## src/rtl/ahb_lite_slave_if_if.sv

```systemverilog
// ----------------------------------------------------------------------------
// ahb_lite_slave_if_if
//   AHB-Lite bus bundle between the ZYNQ master (plus the bus-level HREADY
//   return) and the ahb_lite_slave_if front end.
//
//   hsel       master -> slave  slave select from the AHB decoder
//   haddr      master -> slave  address, address phase
//   htrans     master -> slave  00 IDLE, 01 BUSY, 10 NONSEQ, 11 SEQ
//   hwrite     master -> slave  1 = write, address phase
//   hsize      master -> slave  transfer size, address phase
//   hwdata     master -> slave  write data, data phase
//   hready     master -> slave  bus-level HREADY (interconnect return)
//   hreadyout  slave -> master  slave ready, 0 = wait state
//   hresp      slave -> master  0 OKAY, 1 ERROR
//   hrdata     slave -> master  registered read data
// ----------------------------------------------------------------------------
interface ahb_lite_slave_if_if;
    logic        hsel;
    logic [31:0] haddr;
    logic [1:0]  htrans;
    logic        hwrite;
    logic [2:0]  hsize;
    logic [31:0] hwdata;
    logic        hready;
    logic        hreadyout;
    logic        hresp;
    logic [31:0] hrdata;

    modport master (
        output hsel, haddr, htrans, hwrite, hsize, hwdata, hready,
        input  hreadyout, hresp, hrdata
    );

    modport slave (
        input  hsel, haddr, htrans, hwrite, hsize, hwdata, hready,
        output hreadyout, hresp, hrdata
    );
endinterface

```

## src/rtl/ahb_lite_slave_if.sv

```systemverilog
// ----------------------------------------------------------------------------
// ahb_lite_slave_if
//   AHB-Lite slave front end feeding the ahb_ctrl address decoder. Turns
//   pipelined AHB-Lite transfers into the flat ahb_we / ahb_addr /
//   ahb_write_data / ahb_read_data interface. Writes complete with zero
//   wait states; reads take one wait state so the synchronous IM/DM/RF read
//   data can settle, and the read data is registered onto hrdata.
//
// Optional feature macro: AHB_ERR_RESP_EN
//   Defined   : illegal transfers (hsize != word, misaligned, or outside the
//               mapped window and not the CPU reset register) and ahb_resp
//               errors produce a two-cycle AHB ERROR response.
//   Undefined : every transfer is legal, haddr[1:0] is dropped, hresp stays 0
//               and ahb_resp is ignored.
//
// Ports
//   clk             in   1   system clock, posedge
//   rstn            in   1   asynchronous active-low reset
//   bus             slave modport of ahb_lite_slave_if_if (AHB-Lite side)
//   ahb_we          out  1   write strobe to ahb_ctrl
//   ahb_addr        out  32  word-aligned address to ahb_ctrl
//   ahb_write_data  out  32  write data to ahb_ctrl (hwdata pass-through)
//   ahb_read_data   in   32  read data from ahb_ctrl
//   ahb_ready       in   1   ahb_ctrl ready, 0 stalls the current data phase
//   ahb_resp        in   1   ahb_ctrl error flag
// ----------------------------------------------------------------------------
module ahb_lite_slave_if #(
    parameter logic [31:0] ZYNQ_BASE = 32'h4000_0000,
    parameter logic [31:0] MAP_TOP   = 32'h4000_407C,
    parameter logic [31:0] RSTN_ADDR = 32'h4000_8004
) (
    input  logic                      clk,
    input  logic                      rstn,
    ahb_lite_slave_if_if.slave        bus,
    output logic                      ahb_we,
    output logic [31:0]               ahb_addr,
    output logic [31:0]               ahb_write_data,
    input  logic [31:0]               ahb_read_data,
    input  logic                      ahb_ready,
    input  logic                      ahb_resp
);

    typedef enum logic [2:0] {
        S_IDLE    = 3'd0,
        S_WR      = 3'd1,
        S_RD_WAIT = 3'd2,
        S_RD_DONE = 3'd3,
        S_ERR1    = 3'd4,
        S_ERR2    = 3'd5
    } state_t;

    state_t      r_state;
    state_t      w_state_nxt;
    logic [31:0] r_ahb_addr;
    logic [31:0] r_hrdata;

    logic        w_accept;
    logic        w_illegal;
    logic        w_resp_err;
    logic        w_take;
    logic        w_addr_load;
    logic        w_rd_capture;
    logic        w_hreadyout;
    logic        w_hresp;
    logic        w_we;
    logic        w_unused;

    // BUSY and IDLE both have htrans[1] == 0, so they never count as a transfer.
    assign w_accept = bus.hsel & bus.hready & bus.htrans[1];

`ifdef AHB_ERR_RESP_EN
    function automatic logic f_illegal(input logic [31:0] addr, input logic [2:0] size);
        logic in_window;
        in_window = (addr >= ZYNQ_BASE) && (addr <= MAP_TOP);
        return (size != 3'b010) || (addr[1:0] != 2'b00) ||
               (!in_window && (addr != RSTN_ADDR));
    endfunction

    assign w_illegal  = f_illegal(bus.haddr, bus.hsize);
    assign w_resp_err = ahb_resp;
    assign w_unused   = bus.htrans[0];
`else
    assign w_illegal  = 1'b0;
    assign w_resp_err = 1'b0;
    assign w_unused   = ^{bus.htrans[0], bus.haddr[1:0], bus.hsize, ahb_resp,
                          ZYNQ_BASE, MAP_TOP, RSTN_ADDR};
`endif

    // Next-state and output decode. w_take marks the cycles in which the
    // current data phase ends, so a new address phase may be acted upon.
    always_comb begin
        w_state_nxt  = r_state;
        w_hreadyout  = 1'b1;
        w_hresp      = 1'b0;
        w_we         = 1'b0;
        w_take       = 1'b0;
        w_addr_load  = 1'b0;
        w_rd_capture = 1'b0;

        case (r_state)
            S_IDLE: begin
                w_take = 1'b1;
            end
            S_WR: begin
                // Write commits on the edge that ends the data phase; an
                // ahb_ctrl error replaces the commit with an ERROR response.
                w_hreadyout = ahb_ready & ~w_resp_err;
                w_we        = ahb_ready & ~w_resp_err;
                if (ahb_ready) begin
                    if (w_resp_err) begin
                        w_state_nxt = S_ERR1;
                    end else begin
                        w_take = 1'b1;
                    end
                end
            end
            S_RD_WAIT: begin
                w_hreadyout = 1'b0;
                if (ahb_ready) begin
                    if (w_resp_err) begin
                        w_state_nxt = S_ERR1;
                    end else begin
                        w_rd_capture = 1'b1;
                        w_state_nxt  = S_RD_DONE;
                    end
                end
            end
            S_RD_DONE: begin
                w_take = 1'b1;
            end
            S_ERR1: begin
                w_hreadyout = 1'b0;
                w_hresp     = 1'b1;
                w_state_nxt = S_ERR2;
            end
            S_ERR2: begin
                w_hresp = 1'b1;
                w_take  = 1'b1;
            end
            default: begin
                w_state_nxt = S_IDLE;
            end
        endcase

        if (w_take) begin
            if (w_accept) begin
                if (w_illegal) begin
                    w_state_nxt = S_ERR1;
                end else begin
                    w_addr_load = 1'b1;
                    w_state_nxt = bus.hwrite ? S_WR : S_RD_WAIT;
                end
            end else begin
                w_state_nxt = S_IDLE;
            end
        end
    end

    always_ff @(posedge clk or negedge rstn) begin
        if (!rstn) begin
            r_state <= S_IDLE;
        end else begin
            r_state <= w_state_nxt;
        end
    end

    // ahb_addr holds between transfers so ahb_ctrl's decode stays stable;
    // hrdata only changes on a read capture.
    always_ff @(posedge clk or negedge rstn) begin
        if (!rstn) begin
            r_ahb_addr <= 32'h0;
            r_hrdata   <= 32'h0;
        end else begin
            if (w_addr_load) begin
                r_ahb_addr <= {bus.haddr[31:2], 2'b00};
            end
            if (w_rd_capture) begin
                r_hrdata <= ahb_read_data;
            end
        end
    end

    assign bus.hreadyout  = w_hreadyout;
    assign bus.hresp      = w_hresp;
    assign bus.hrdata     = r_hrdata;
    assign ahb_we         = w_we;
    assign ahb_addr       = r_ahb_addr;
    assign ahb_write_data = bus.hwdata;

endmodule

```

## src/flat_wrapper.sv

```systemverilog
// flat-port wrapper written by rule: the top's interface ports become plain ports
module ahb_lite_slave_if_flat 
#(
    parameter logic [31:0] ZYNQ_BASE = 32'h4000_0000,
    parameter logic [31:0] MAP_TOP   = 32'h4000_407C,
    parameter logic [31:0] RSTN_ADDR = 32'h4000_8004
)
  (clk, rstn, ahb_we, ahb_addr, ahb_write_data, ahb_read_data, ahb_ready, ahb_resp, bus_hsel, bus_haddr, bus_htrans, bus_hwrite, bus_hsize, bus_hwdata, bus_hready, bus_hreadyout, bus_hresp, bus_hrdata);
  ahb_lite_slave_if_if bus_i ();
  input  logic clk;
  input  logic rstn;
  output logic ahb_we;
  output logic [31:0] ahb_addr;
  output logic [31:0] ahb_write_data;
  input  logic [31:0] ahb_read_data;
  input  logic ahb_ready;
  input  logic ahb_resp;
  input wire logic [$bits(bus_i.hsel)-1:0] bus_hsel;
  input wire logic [$bits(bus_i.haddr)-1:0] bus_haddr;
  input wire logic [$bits(bus_i.htrans)-1:0] bus_htrans;
  input wire logic [$bits(bus_i.hwrite)-1:0] bus_hwrite;
  input wire logic [$bits(bus_i.hsize)-1:0] bus_hsize;
  input wire logic [$bits(bus_i.hwdata)-1:0] bus_hwdata;
  input wire logic [$bits(bus_i.hready)-1:0] bus_hready;
  output wire logic [$bits(bus_i.hreadyout)-1:0] bus_hreadyout;
  output wire logic [$bits(bus_i.hresp)-1:0] bus_hresp;
  output wire logic [$bits(bus_i.hrdata)-1:0] bus_hrdata;
  assign bus_i.hsel = bus_hsel;
  assign bus_i.haddr = bus_haddr;
  assign bus_i.htrans = bus_htrans;
  assign bus_i.hwrite = bus_hwrite;
  assign bus_i.hsize = bus_hsize;
  assign bus_i.hwdata = bus_hwdata;
  assign bus_i.hready = bus_hready;
  assign bus_hreadyout = bus_i.hreadyout;
  assign bus_hresp = bus_i.hresp;
  assign bus_hrdata = bus_i.hrdata;
  ahb_lite_slave_if #(.ZYNQ_BASE(ZYNQ_BASE), .MAP_TOP(MAP_TOP), .RSTN_ADDR(RSTN_ADDR)) u_core (.clk(clk), .rstn(rstn), .bus(bus_i), .ahb_we(ahb_we), .ahb_addr(ahb_addr), .ahb_write_data(ahb_write_data), .ahb_read_data(ahb_read_data), .ahb_ready(ahb_ready), .ahb_resp(ahb_resp));
endmodule
```

## config.mk

```make
export PLATFORM = sky130hd
export DESIGN_NAME = ahb_lite_slave_if_flat
export DESIGN_NICKNAME = d
export VERILOG_FILES = /design/src/rtl/ahb_lite_slave_if_if.sv /design/src/rtl/ahb_lite_slave_if.sv /design/src/flat_wrapper.sv
export SDC_FILE = /design/constraint.sdc
export NUM_CORES = 1
export LEC_CHECK = 0
export CAP_MARGIN = 20
export CELL_PAD_IN_SITES_DETAIL_PLACEMENT = 0
export CELL_PAD_IN_SITES_GLOBAL_PLACEMENT = 1
export CORE_ASPECT_RATIO = 0.8
export CORE_MARGIN = 1
export CORE_UTILIZATION = 28
export DETAILED_ROUTE_END_ITERATION = 6
export GPL_TIMING_DRIVEN = 1
export PLACE_DENSITY = 0.89
export SYNTH_ARGS = -nofsm -noshare
export SYNTH_HDL_FRONTEND = slang
export SYNTH_SLANG_ARGS = --single-unit
```

## constraint.sdc

```tcl
create_clock -name clk -period 3.1 [get_ports clk]
set_clock_uncertainty 0.1 [all_clocks]
set_input_delay 0.62 -clock clk [delete_from_list [all_inputs] [get_ports clk]]
set_output_delay 0.62 -clock clk [all_outputs]
set_load 0.01 [all_outputs]
```

==> metrics.md <==
| Metric | Value |
|---|---|
| Status | `finished clean` |
| Sequential fraction of the synthesis area | `a little under three fifths` |
| Vias in the first global route | `1987` |
| Fin crit share | `between 80% and 90%` |
| Crit path to | `bus_hreadyout` |
| Layout Nets | `about 410` |
| WP data required | `roughly 2400 ps` |
| Port buffer count | `133` |
| Internal | `0.00298 W` |
| Layout cell share with drive strength beyond 1 | `between 10% and 20%` |
| Synthesis-stage register bit count | `between 60 and 70` |
| Clk root buf | `clkbuf_16` |
| Worst-Skew Late Latency | `about 320 ps` |
| Slew Viols, Final | `0` |
| Worst setup path start | `ahb_ready` |
| R2R Path End | `u_core.ahb_addr[19]` |
| Pleak | `1.90 nW` |
| Num CTS Buffers | `9` |
| Largest net degree at the start of global routing | `36` |
| DRC | `0` |
| Max cap viols | `0` |
| RR Startpoint | `u_core.r_state[0]` |
| Final core occ | `between 40% and 50%` |
| Num rows | `32` |
| Fmax | `around 370 MHz` |
| Clock Sink Count | `65` |
| Power Total | `between 0.004 and 0.005 W` |
| Clock share of power | `between 20% and 30%` |
| Die X | `between 100 and 150 um` |
| Mapped cell area | `roughly 0.0029 mm2` |
| Crit path arrival time | `~2000 ps` |
| Die ar. | `~0.011 mm2` |
| Core ar. | `0.00989 mm2` |
| Combinational share of power | `between 30% and 40%` |
| Starting Density | `approximately 30%` |
| Hold WC Path Type | `input port to async pin` |
| Post-DP HPWL | `around 4700 um` |
| CP Class | `input port to output port` |
| CTS Hold Buffers Added | `0` |
| Net Sw Frac | `about 27%` |
| Vias per cell | `4.20` |
| Clock Path Buffers | `2` |
| GP Congestion | `around 0.76` |
| DRT Pass-1 Iters | `4` |
| Via count | `1863` |
| Setup bufs post-CTS | `0` |
| GRT Residual Overflow | `0` |
| Reg2reg path depth | `5` |
| Mapped Cells | `about 200` |
| Max rail drop VDD | `approximately 0.36 mV` |
| Mean Syn Cell Area | `between 10 and 15 um2` |
| Routed wire length | `6300 um` |
| Flop2flop setup slack | `between 1000 and 1500 ps` |
| Initial antenna violation count | `0` |
| Final setup viols | `0` |
| Worst-margin pin slew | `724 ps` |
| Synth warn | `0` |
| Min Tclk post-route | `around 2700 ps` |
| Ant. Diodes | `0` |
| Detail Route Antenna Nets | `0` |
| Power density cells | `slightly above 900 mW/mm2` |
| I/O Pins | `207` |
| Die height | `~93 um` |
| First-pass GRT wire length | `between 9000 and 10000 um` |
| Crit start category | `input port` |
| Total Neg Setup Slack | `0 ps` |
| Routed length per instance | `14.2 um` |
| Relative slew margins | `between 50% and 60%` |
| Endpoints failing hold | `0` |
| RSZ-0062 raised after global routing | `false` |
| Drt initial violations | `45` |
| Clock transition at path regs | `around 50 ps` |
| Switching pwr | `between 0.001 and 0.0015 W` |
| Worst Path Max Fanout | `5` |
| All-Layer GR Usage | `between 10 and 15%` |
| Post-CTS Resized | `0` |
| Cell variety after synth | `24` |
| CP Capture Type | `output port` |
| P&R area growth vs syn | `53.7%` |
| Sequential share of power | `35.2%` |
| CTS tree | `done` |
| Depth of the CTS H-tree | `3` |
## kinds of logic (layout without fill, tap and decap cells)
group                  after synthesis  after routing  synth area share (%)
DFF                                 65             65                  55.7
muxes                               62             62                  27.8
buffers and inverters               41            153                  10.6
and+or+nand+nor                     18             18                  3.51
AOI/OAI and AO/OA                    8              8                  2.36
other                                1              2                 0.128
## state kept, by name (all words and copies together), names as in the netlist
register / flops
u_core.ahb_addr: 30
u_core.bus.hrdata: 32
u_core.r_state: 3
## cells in the final DEF (no fill, tap or decap), drive strengths merged, types with 2 or more instances in the layout
cell and count:
clkinv 2, buf 5, conb 2, bufinv 2, clkbuf 10, nor2b 3, dfrtp 65, nor2 6
nand2b 3, clkdlybuf4s50 132, a21oi 4, mux2 62, a221oi 2
## per-stage QoR
stage / setup WS [ps] / hold slack [ps] / cells / area, um2
after floorplan: 1310 / 224 / 196 / 2930
after global placement: 361 / 366 / 428 / 4170
after detailed placement: 393 / 374 / 428 / 4170
after CTS: 377 / 272 / 444 / 4490
after global routing: 315 / 308 / 444 / 4490
final: 378 / 252 / 444 / 4490
## Yosys cell counts (all sizes together)
master   n  area, um2
dfrtp   65       1630
a21oi    4       20.0
nand2    1       3.75
conb     1       3.75
a221oi   2       35.0
and3     1       6.26
mux2    62        811
nand2b   3       21.3
nand3    1       5.00
nor2     6       25.0
o32ai    1       8.76
nor2b    3       18.8
or3      1       6.26
buf     41        309
o21ai    1       5.00
or2b     1       11.3
nor3     1       5.00
## layout make-up
type / count / area, um2
Clock inverter: 6 / 90.1
Clock buffer: 10 / 229
Timing Repair Buffer: 137 / 1380
Tap cell: 136 / 170
Multi-Input combinational cell: 90 / 995
Sequential cell: 65 / 1630
Fill cell: 921 / 5400
## worst min-delay path by stage
stage | start | end | slack [ps] | depth (start not counted)
floorplan | rstn | u_core.ahb_addr[10] | 220 | 0
global placement | u_core.bus.hrdata[22] | u_core.bus.hrdata[22] | 370 | 1
detailed placement | u_core.bus.hrdata[25] | u_core.bus.hrdata[25] | 370 | 1
finish | rstn | u_core.ahb_addr[11] | 250 | 1
global route | rstn | u_core.ahb_addr[13] | 310 | 1
CTS | rstn | u_core.ahb_addr[11] | 270 | 1
## worst max-delay path: stages
cell and delay (ps):
clkdlybuf4s50_1 550, nor2_1 60, nand2_1 70, a21oi_1 60, nor2_1 100, clkdlybuf4s50_1 540
## per-layer routing
metal	global-route usage, %	part of all wire (%)
met2	19.6	48
met3	4.08	8.6
met5	0	0
met4	6.30	2.0
met1	14.2	42
## power by group through the flow
stage               Sequential, W  Combinational (W)  Clock, W
finish                    0.00144            0.00158   0.00106
CTS                       0.00144            0.00161   0.00111
detailed placement        0.00145            0.00160         0
global placement          0.00143            0.00157         0
floorplan                 0.00160           0.000527         0
global route              0.00148            0.00169   0.00114
Note: power is estimated with default switching activity, not from simulation.
